===== config.mk =====
export PLATFORM = sky130hd
export DESIGN_NAME = adc_scan_scheduler
export DESIGN_NICKNAME = d
export VERILOG_FILES = /design/src/rtl/adc_scan_scheduler_pkg.sv /design/src/rtl/adc_scan_scheduler_cycle_timer.sv /design/src/rtl/adc_scan_scheduler.sv
export SDC_FILE = /design/constraint.sdc
export NUM_CORES = 1
export LEC_CHECK = 0
export CAP_MARGIN = 20
export CORE_MARGIN = 4
export CORE_UTILIZATION = 35
export DETAILED_ROUTE_END_ITERATION = 12
export PLACE_DENSITY = 0.56
export SLEW_MARGIN = 20
export SYNTH_ARGS = -nofsm -noshare
export SYNTH_HDL_FRONTEND = slang
export SYNTH_SLANG_ARGS = --single-unit

===== constraint.sdc =====
create_clock -name clk -period 3.05 [get_ports clk]
set_input_delay 0.4575 -clock clk [delete_from_list [all_inputs] [get_ports clk]]
set_output_delay 0.4575 -clock clk [all_outputs]
set_load 0.01 [all_outputs]

===== src/rtl/adc_scan_scheduler_pkg.sv =====
// ---------------------------------------------------------------------------
// adc_scan_scheduler_pkg
// Shared definitions for the ADC scan scheduler:
//   - default values of the TIMEOUT_CYCLES and PERIOD_W parameters
//   - the scheduler state enum
//   - a helper that sizes a cycle_timer for a given cycle limit
// ---------------------------------------------------------------------------
package adc_scan_scheduler_pkg;

    localparam int unsigned DEFAULT_TIMEOUT_CYCLES = 4096;
    localparam int unsigned DEFAULT_PERIOD_W       = 16;

    typedef enum logic [2:0] {
        IDLE     = 3'd0,
        START_LO = 3'd1,
        WAIT_LO  = 3'd2,
        START_HI = 3'd3,
        WAIT_HI  = 3'd4,
        GAP      = 3'd5
    } scan_state_t;

    // Number of bits a counter needs to hold values 0..limit.
    function automatic int unsigned timer_width(input int unsigned limit);
        if (limit < 1) begin
            return 1;
        end
        return $clog2(limit + 1);
    endfunction

endpackage


===== src/rtl/adc_scan_scheduler_cycle_timer.sv =====
// ---------------------------------------------------------------------------
// cycle_timer
// Saturating cycle counter with a compare-to-limit flag.
//
// Ports:
//   clk         rising-edge clock
//   reset       synchronous active-high reset, clears the count
//   clear       synchronous clear, count reads 0 on the following cycle
//   enable      advance the count by one this cycle (sticks at all-ones)
//   limit       cycle limit to compare against
//   last_cycle  high when the current cycle is the limit-th cycle since the
//               count was cleared, i.e. count + 1 >= limit
// ---------------------------------------------------------------------------
module cycle_timer #(
    parameter int unsigned W = 8
) (
    input  logic         clk,
    input  logic         reset,
    input  logic         clear,
    input  logic         enable,
    input  logic [W-1:0] limit,
    output logic         last_cycle
);

    logic [W-1:0] count;
    logic [W:0]   count_plus_one;

    // The count holds at all-ones instead of wrapping, so a long wait can
    // never alias back to a small elapsed value.
    always_ff @(posedge clk) begin
        if (reset || clear) begin
            count <= '0;
        end else if (enable && (count != '1)) begin
            count <= count + W'(1);
        end
    end

    // The comparison is done one bit wider so the saturated value still
    // compares correctly against an all-ones limit.
    assign count_plus_one = {1'b0, count} + (W + 1)'(1);
    assign last_cycle     = (count_plus_one >= {1'b0, limit});

endmodule


===== src/rtl/adc_scan_scheduler.sv =====
// ---------------------------------------------------------------------------
// adc_scan_scheduler
// Schedules conversions on two ADC controllers (lower then upper) that share
// one serializer. Each frame starts the lower ADC, waits for its done pulse
// (or a timeout), then does the same for the upper ADC, and finally waits
// until the frame period has elapsed before starting the next frame.
//
// Ports:
//   clk              rising-edge clock
//   reset            synchronous active-high reset
//   run              level: scanning enabled
//   period           frame period in clk cycles, 0 = back-to-back frames
//   clear_error      one-cycle pulse clearing both sticky timeout flags
//   lower_done       done pulse from the lower ADC controller
//   upper_done       done pulse from the upper ADC controller
//   start_lower_adc  one-cycle start pulse to the lower ADC controller
//   start_upper_adc  one-cycle start pulse to the upper ADC controller
//   lower_timeout    sticky: lower ADC missed its done pulse
//   upper_timeout    sticky: upper ADC missed its done pulse
//   frame_count      number of completed frames (wraps)
//   busy             high whenever the scheduler is not idle
// ---------------------------------------------------------------------------
module adc_scan_scheduler
    import adc_scan_scheduler_pkg::*;
#(
    parameter int unsigned TIMEOUT_CYCLES = DEFAULT_TIMEOUT_CYCLES,
    parameter int unsigned PERIOD_W       = DEFAULT_PERIOD_W
) (
    input  logic                clk,
    input  logic                reset,
    input  logic                run,
    input  logic [PERIOD_W-1:0] period,
    input  logic                clear_error,
    input  logic                lower_done,
    input  logic                upper_done,
    output logic                start_lower_adc,
    output logic                start_upper_adc,
    output logic                lower_timeout,
    output logic                upper_timeout,
    output logic [PERIOD_W-1:0] frame_count,
    output logic                busy
);

    localparam int unsigned TIMEOUT_W = timer_width(TIMEOUT_CYCLES);
    localparam logic [TIMEOUT_W-1:0] TIMEOUT_LIMIT = TIMEOUT_W'(TIMEOUT_CYCLES);

    scan_state_t         state;
    scan_state_t         next_state;
    logic [PERIOD_W-1:0] period_q;
    logic                in_wait;
    logic                wait_expired;
    logic                period_reached;
    logic                lower_timeout_event;
    logic                upper_timeout_event;
    logic                frame_end;

    // Timeout timer: held clear outside the WAIT states, so it reads 0 on
    // the first cycle of each WAIT state. wait_expired marks the last cycle
    // a WAIT state may last before giving up on the done pulse.
    assign in_wait = (state == WAIT_LO) || (state == WAIT_HI);

    cycle_timer #(
        .W (TIMEOUT_W)
    ) u_timeout_timer (
        .clk        (clk),
        .reset      (reset),
        .clear      (!in_wait),
        .enable     (1'b1),
        .limit      (TIMEOUT_LIMIT),
        .last_cycle (wait_expired)
    );

    // Frame timer: cleared on the way into START_LO so it reads k on cycle
    // T0+k. period_reached is therefore "by the next cycle, period cycles
    // will have elapsed since T0", which is exactly when the next
    // START_LO must be entered to land on T0+period.
    cycle_timer #(
        .W (PERIOD_W)
    ) u_period_timer (
        .clk        (clk),
        .reset      (reset),
        .clear      (next_state == START_LO),
        .enable     (1'b1),
        .limit      (period_q),
        .last_cycle (period_reached)
    );

    // A missed done pulse only counts if the done input is not arriving on
    // that very last cycle; a frame ends on either exit from WAIT_HI.
    assign lower_timeout_event = (state == WAIT_LO) && wait_expired && !lower_done;
    assign upper_timeout_event = (state == WAIT_HI) && wait_expired && !upper_done;
    assign frame_end           = (state == WAIT_HI) && (upper_done || wait_expired);

    // State register.
    always_ff @(posedge clk) begin
        if (reset) begin
            state <= IDLE;
        end else begin
            state <= next_state;
        end
    end

    // Next-state logic. run is only consulted in IDLE, at the end of a
    // frame and in GAP, so dropping run mid-frame lets the frame finish.
    // Done inputs are only looked at in their own WAIT state.
    always_comb begin
        next_state = state;
        case (state)
            IDLE: begin
                if (run) begin
                    next_state = START_LO;
                end
            end
            START_LO: begin
                next_state = WAIT_LO;
            end
            WAIT_LO: begin
                if (lower_done || wait_expired) begin
                    next_state = START_HI;
                end
            end
            START_HI: begin
                next_state = WAIT_HI;
            end
            WAIT_HI: begin
                if (upper_done || wait_expired) begin
                    if (!run) begin
                        next_state = IDLE;
                    end else if (period_reached) begin
                        next_state = START_LO;
                    end else begin
                        next_state = GAP;
                    end
                end
            end
            GAP: begin
                if (!run) begin
                    next_state = IDLE;
                end else if (period_reached) begin
                    next_state = START_LO;
                end
            end
            default: begin
                next_state = IDLE;
            end
        endcase
    end

    // Outputs decoded from the state alone. Only one START state can be
    // active at a time, so the two start pulses can never coincide.
    always_comb begin
        start_lower_adc = (state == START_LO);
        start_upper_adc = (state == START_HI);
        busy            = (state != IDLE);
    end

    // The period is captured at frame start so a change on the input only
    // affects the following frame.
    always_ff @(posedge clk) begin
        if (reset) begin
            period_q <= '0;
        end else if (state == START_LO) begin
            period_q <= period;
        end
    end

    // Completed-frame counter, wrapping naturally from all-ones to zero.
    always_ff @(posedge clk) begin
        if (reset) begin
            frame_count <= '0;
        end else if (frame_end) begin
            frame_count <= frame_count + PERIOD_W'(1);
        end
    end

    // Sticky timeout flags. A timeout landing in the same cycle as
    // clear_error wins, so an error is never lost to a concurrent clear.
    always_ff @(posedge clk) begin
        if (reset) begin
            lower_timeout <= 1'b0;
            upper_timeout <= 1'b0;
        end else begin
            if (lower_timeout_event) begin
                lower_timeout <= 1'b1;
            end else if (clear_error) begin
                lower_timeout <= 1'b0;
            end
            if (upper_timeout_event) begin
                upper_timeout <= 1'b1;
            end else if (clear_error) begin
                upper_timeout <= 1'b0;
            end
        end
    end

endmodule


# After elaboration in Yosys (flattened, before gate mapping)
# Cells that the tools add are included.
# totals
regBits	66
word_cells	50
out_inout_bits	21
in_bits	22
# classes
eq_ne	8
addsub	5
n_reduce_logical	17
order_cmp	2
n_mux	11
# ops
cell	n
adder 16 x 1 -> 16 bit, second input constant	2
2-to-1 mux 3 bit	7
one-hot mux 3 bit (6 select lines)	1
adder 16 x 1 -> 17 bit, second input constant	1
greater-or-equal comparator 17 x 16 -> 1 bit	1
!= test 16 bit, second input constant	1
adder 13 x 1 -> 14 bit, second input constant	1
greater-or-equal comparator 14 x 13 -> 1 bit, second input constant	1
adder 13 x 1 -> 13 bit, second input constant	1
!= test 13 bit, second input constant	1
== test 3 x 1 -> 1 bit, second input constant	2
== test 3 x 2 -> 1 bit, second input constant	2
== test 3 bit, second input constant	2
logical AND 1 bit	5
logical OR 1 bit	5
nonzero test 2 bit	2
zero test 1 bit	3
zero test 3 bit	1
2-to-1 mux 1 bit	3
nonzero test 3 bit	1

# Logic depth before layout (Yosys ltp)
# depth
depth_word	8
depth_mapped	12
ltp_nobuf	11

# Hierarchy
# From an unflattened synthesis, not the netlist that was laid out.
# hier_totals
hier_cells	500
hier_area_um2	4063.9
# modules_own_cells
module	cells_per_inst	instances	area_each_um2	seq_area_each_um2
adc_scan_scheduler	194	1	1561.5	740.7
cycle_timer (u_period_timer)	173	1	1397.6	320.3
cycle_timer (u_timeout_timer)	133	1	1104.8	260.2

# Worst setup path after synthesis
# No wires, ideal clock.
# synth_path
path_kind	reg-to-reg
from	register u_period_timer.count[0]
to	register u_period_timer.count[15]
setup_slack_ps	270
path_stages_with_launch	13
t_arrival_ps	2711
t_required_ps	2980
path_cell_list	dfxtp_1 -> ha_1 -> nand3_1 -> nor4_1 -> and3_1 -> xor2_1 -> ha_1 -> o21ai_0 -> o21ai_0 -> a22oi_1 -> nand3_1 -> buf_2 -> a21oi_1
# synth_via
elab_chain_cells	8
elab_cells_between_ends	12
classes_between	add/sub (2); order compare (1); eq/ne (2); mux (6); reduce/logical (1)
# synth_lines
item	line_no	rtl
start, declared	adc_scan_scheduler_cycle_timer.sv:25	logic [W-1:0] count;
start signal, assigned	adc_scan_scheduler_cycle_timer.sv:34	count <= count + W'(1);
adder 16 x 1 -> 17 bit (*)	adc_scan_scheduler_cycle_timer.sv:40	assign count_plus_one = {1'b0, count} + (W + 1)'(1);
named net u_period_timer.count_plus_one[14]	adc_scan_scheduler_cycle_timer.sv:26	logic [W:0] count_plus_one;
greater-or-equal comparator 17 x 16 -> 1 bit (*)	adc_scan_scheduler_cycle_timer.sv:41	assign last_cycle = (count_plus_one >= {1'b0, limit});
2-to-1 mux 3 bit	adc_scan_scheduler.sv:129	end else if (period_reached) begin
2-to-1 mux 3 bit	adc_scan_scheduler.sv:127	if (!run) begin
2-to-1 mux 3 bit	adc_scan_scheduler.sv:126	if (upper_done || wait_expired) begin
one-hot mux 3 bit (6 select lines) (*)	adc_scan_scheduler.sv:108	case (state)
== test 3 x 1 -> 1 bit (*)	adc_scan_scheduler.sv:82	.clear (next_state == START_LO),
logical OR 1 bit (*)	adc_scan_scheduler_cycle_timer.sv:31	if (reset || clear) begin
# The timed path passes the listed nets; every way through them passes the cells marked *.
# A chain may end at the register's enable or synchronous reset.

# Worst setup path after layout
# layout_path
from	register u_period_timer.count[0]
to	register u_period_timer.count[13]
# Same word-level chain as after synthesis.

==> results.md <==
* Register area share after synthesis at 0.3860
* Max Used Layer: met4
* Total number of yosys warnings at 0
* CTS tree: built
* Setup TNS at 0 ns
* Syn nets at approximately 450
* DRT Pass-1 Iters at 4
* Headroom to the max-slew limit at 0.4456
* Tot GR Track Use at 0.1483
* Most frequent cell after synthesis: dfxtp_1
* Hold buffer count at CTS at 0
* Die Span X at roughly 110 um
* Post-route minimum period at around 2.7 ns
* Distinct cells, synth at 50
* Max_cap viols at 0
* FF+latch count, synth at 66
* Layout cell share with drive strength beyond 1 at 0.07609
* Worst Hold Class: reg2reg
* CTS Buf Count at 9
* Register area at 1321 um^2
* FMAX at roughly 370 MHz
* Clock sinks at 66
* Die area at 11430 um^2
* Commonest cells in the netlist: 66 x dfxtp_1, 50 x a21oi_1, 49 x nand2_1
* Placed cells at 573
* CP cell instances: ha_1, nand3_1, nor4_2, and3_1, xor2_1, ha_1, o21ai_0, o21ai_0, a22oi_1, nand3_1, buf_4, a2bb2oi_1
* Area of the multi-input gates at ~1900 um^2
* Crit Path Max Fanout at 6
* Largest cells by area after synthesis: dfxtp_1 39%, a21oi_1 7.3%, ha_1 6.9%
* Data required time of the worst path at 3.31 ns
* Run status: completed
* Top Family by Delay on Critical Path: simple AND/OR/NAND/NOR gates
* Met3 wire length at roughly 340 um
* Vias in the first global route at 2851
* PD cells at between 400 and 500 nW/um^2
* DR iter-0 viols at 84
* Clock Tree Root: clkbuf_8
* Layout Area Growth over Synthesis at 22.81%
* Initial antenna violation count at 0
* Clk slew on worst S/H paths at approximately 0.07 ns
* Dpl hpwl at 5851 um
* Critical path type: reg2reg
* Via count at between 3000 and 4000
* Site Rows at 35
* Wl on met1 at just under 4000 um
* Mapped Cells at 413
* Vias per cell at 5.168
* Crit-path slowest cell: dfxtp_1
* GPL Wtd Cong at 0.7974
* Delay of the slowest critical-path stage at about 0.41 ns
* Ant diodes at 0
* CTS max path bufs at 2
* Final Cycle Share at 0.8892
* IO Pins at between 40 and 50
* DR WL met2 at 3681 um
* Setup-failing EPs final at 0
* Syn Area/Cell at approximately 8.3 um^2
* Top-area cell type share of the netlist area at 0.3860
* Startpoint Class: flop
* Peak supply drop at 192.4 uV
* Skew-Pair Late Insertion Delay at 0.34 ns
* Total congestion overflow at 0
* First-pass GRT wire length at 13710 um
* Clock Skew at 0.01404 ns
* Largest net degree at the start of global routing at 37
* Pleak at 1.482 nW
* Cell Count, Final, Fillers Out at between 500 and 600
* Final WL at 8053 um
* RSZ-0062 raised after global routing: false
* Core box area at 9371 um^2
* Hold Violations, Final at 0
* Detail Route Antenna Nets at 0
* Die Y at 106.9 um
* Biggest area consumer among synthesized cells: dfxtp_1
* Worst-Margin Slew at slightly above 0.8 ns
* Routed len/inst at ~14 um
* Initial Utilization at 0.3653
* Critical path buffers and inverters at 1
* CP endpoint kind: flop
* Filler cells at 985
* Post-synth ARST share at 0
* Count of flip-flops with a built-in enable after synthesis at 0
* Final Max Slew Viols at 0
* Port Buffer Count at 42
* Final net count at 497
* Cell area after synthesis at 3423 um^2
* Remaining DRCs at 0
* Top_reg_cell synth: dfxtp_1
* H-Tree Level Count at 3
* CP Data Arrival Time at 2.97 ns
stage by stage:
step	util	total power [mW]	hold slack, ns	instance area [um^2]	setup slack, ns
finish	0.4486	1.849	0.4550	4204	0.3380
CTS	0.4451	1.878	0.4574	4172	0.2113
global route	0.4486	1.947	0.4724	4204	0.03519
floorplan	-	1.037	0.4363	3423	0.2695
global placement	0.4235	1.112	0.4419	3969	0.2803
detailed placement	0.4235	1.116	0.4451	3969	0.2441
tightest hold or removal path: cells and delay by family, from the launching register on:
family	cells	cell delay, ns
DFF	1	0.31
and+or+nand+nor	1	0.05
AOI/OAI and AO/OA	1	0.05
kinds of logic (layout without fill, tap and decap cells):
kind of cell	count (synthesis)	in the layout	synth area share
AOI/OAI and AO/OA	93	93	0.1692
DFF	66	66	0.3860
xor gates and xnor gates	24	24	0.06141
muxes	5	5	0.01462
adders and majority gates	19	19	0.06945
buffers and inverters	43	90	0.05336
and+or+nand+nor	163	163	0.2460
state kept, by name (all words and copies together) (netlist names):
name,count
u_period_timer.count,16
state,3
lower_timeout,1
frame_count,16
period_q,16
upper_timeout,1
u_timeout_timer.count,13
metal layers:
layer / vias up / global-route usage
met5: - / 0
met4: 0 / 0.04658
met1: 1423 / 0.2013
met2: 47 / 0.2289
li1: 1564 / -
met3: 10 / 0.04034
area by class of cell:
| class | count | share of cell area |
|---|---|---|
| clock inverters | 4 | 0.01220 |
| well taps | 129 | 0.03839 |
| multi-input cells | 304 | 0.4616 |
| inverters | 25 | 0.02232 |
| repair buffers | 50 | 0.1152 |
| flip-flops and latches | 66 | 0.3143 |
| clock buffers | 11 | 0.03601 |
final timing paths:
| path | slack, ns | startpoint | end | cells after the start |
|---|---|---|---|---|
| worst min register to register | 0.46 | period_q[8] | period_q[8] | 2 |
| worst max-delay path | 0.34 | u_period_timer.count[0] | u_period_timer.count[13] | 12 |
| worst max register to register | 0.34 | u_period_timer.count[0] | u_period_timer.count[13] | 12 |
| worst min-delay path | 0.46 | period_q[8] | period_q[8] | 2 |
cell usage in the layout, fill, tap and decap left out, types with 10 or more instances in the layout:
cell,instances
dfxtp_1,66
a21oi_1,50
nand2_1,49
clkdlybuf4s50_1,42
nor2_1,30
inv_1,24
ha_1,19
xor2_1,15
nand4_1,15
nand3_1,14
clkbuf_8,11
or3_1,10
what timing repair did:
item | CTS | global route
endpoints found under the setup margin | 0 | 17
hold endpoints to repair | 0 | 0
gates resized for setup | 0 | 4
setup buffers | 0 | 0
power by group:
group / switching (mW) / total, mW / internal (mW)
Combinational: 0.107 / 0.195 / 0.0886
Clock: 0.334 / 0.752 / 0.418
Sequential: 0.0170 / 0.902 / 0.885
Note: power is estimated with default switching activity, not from simulation.
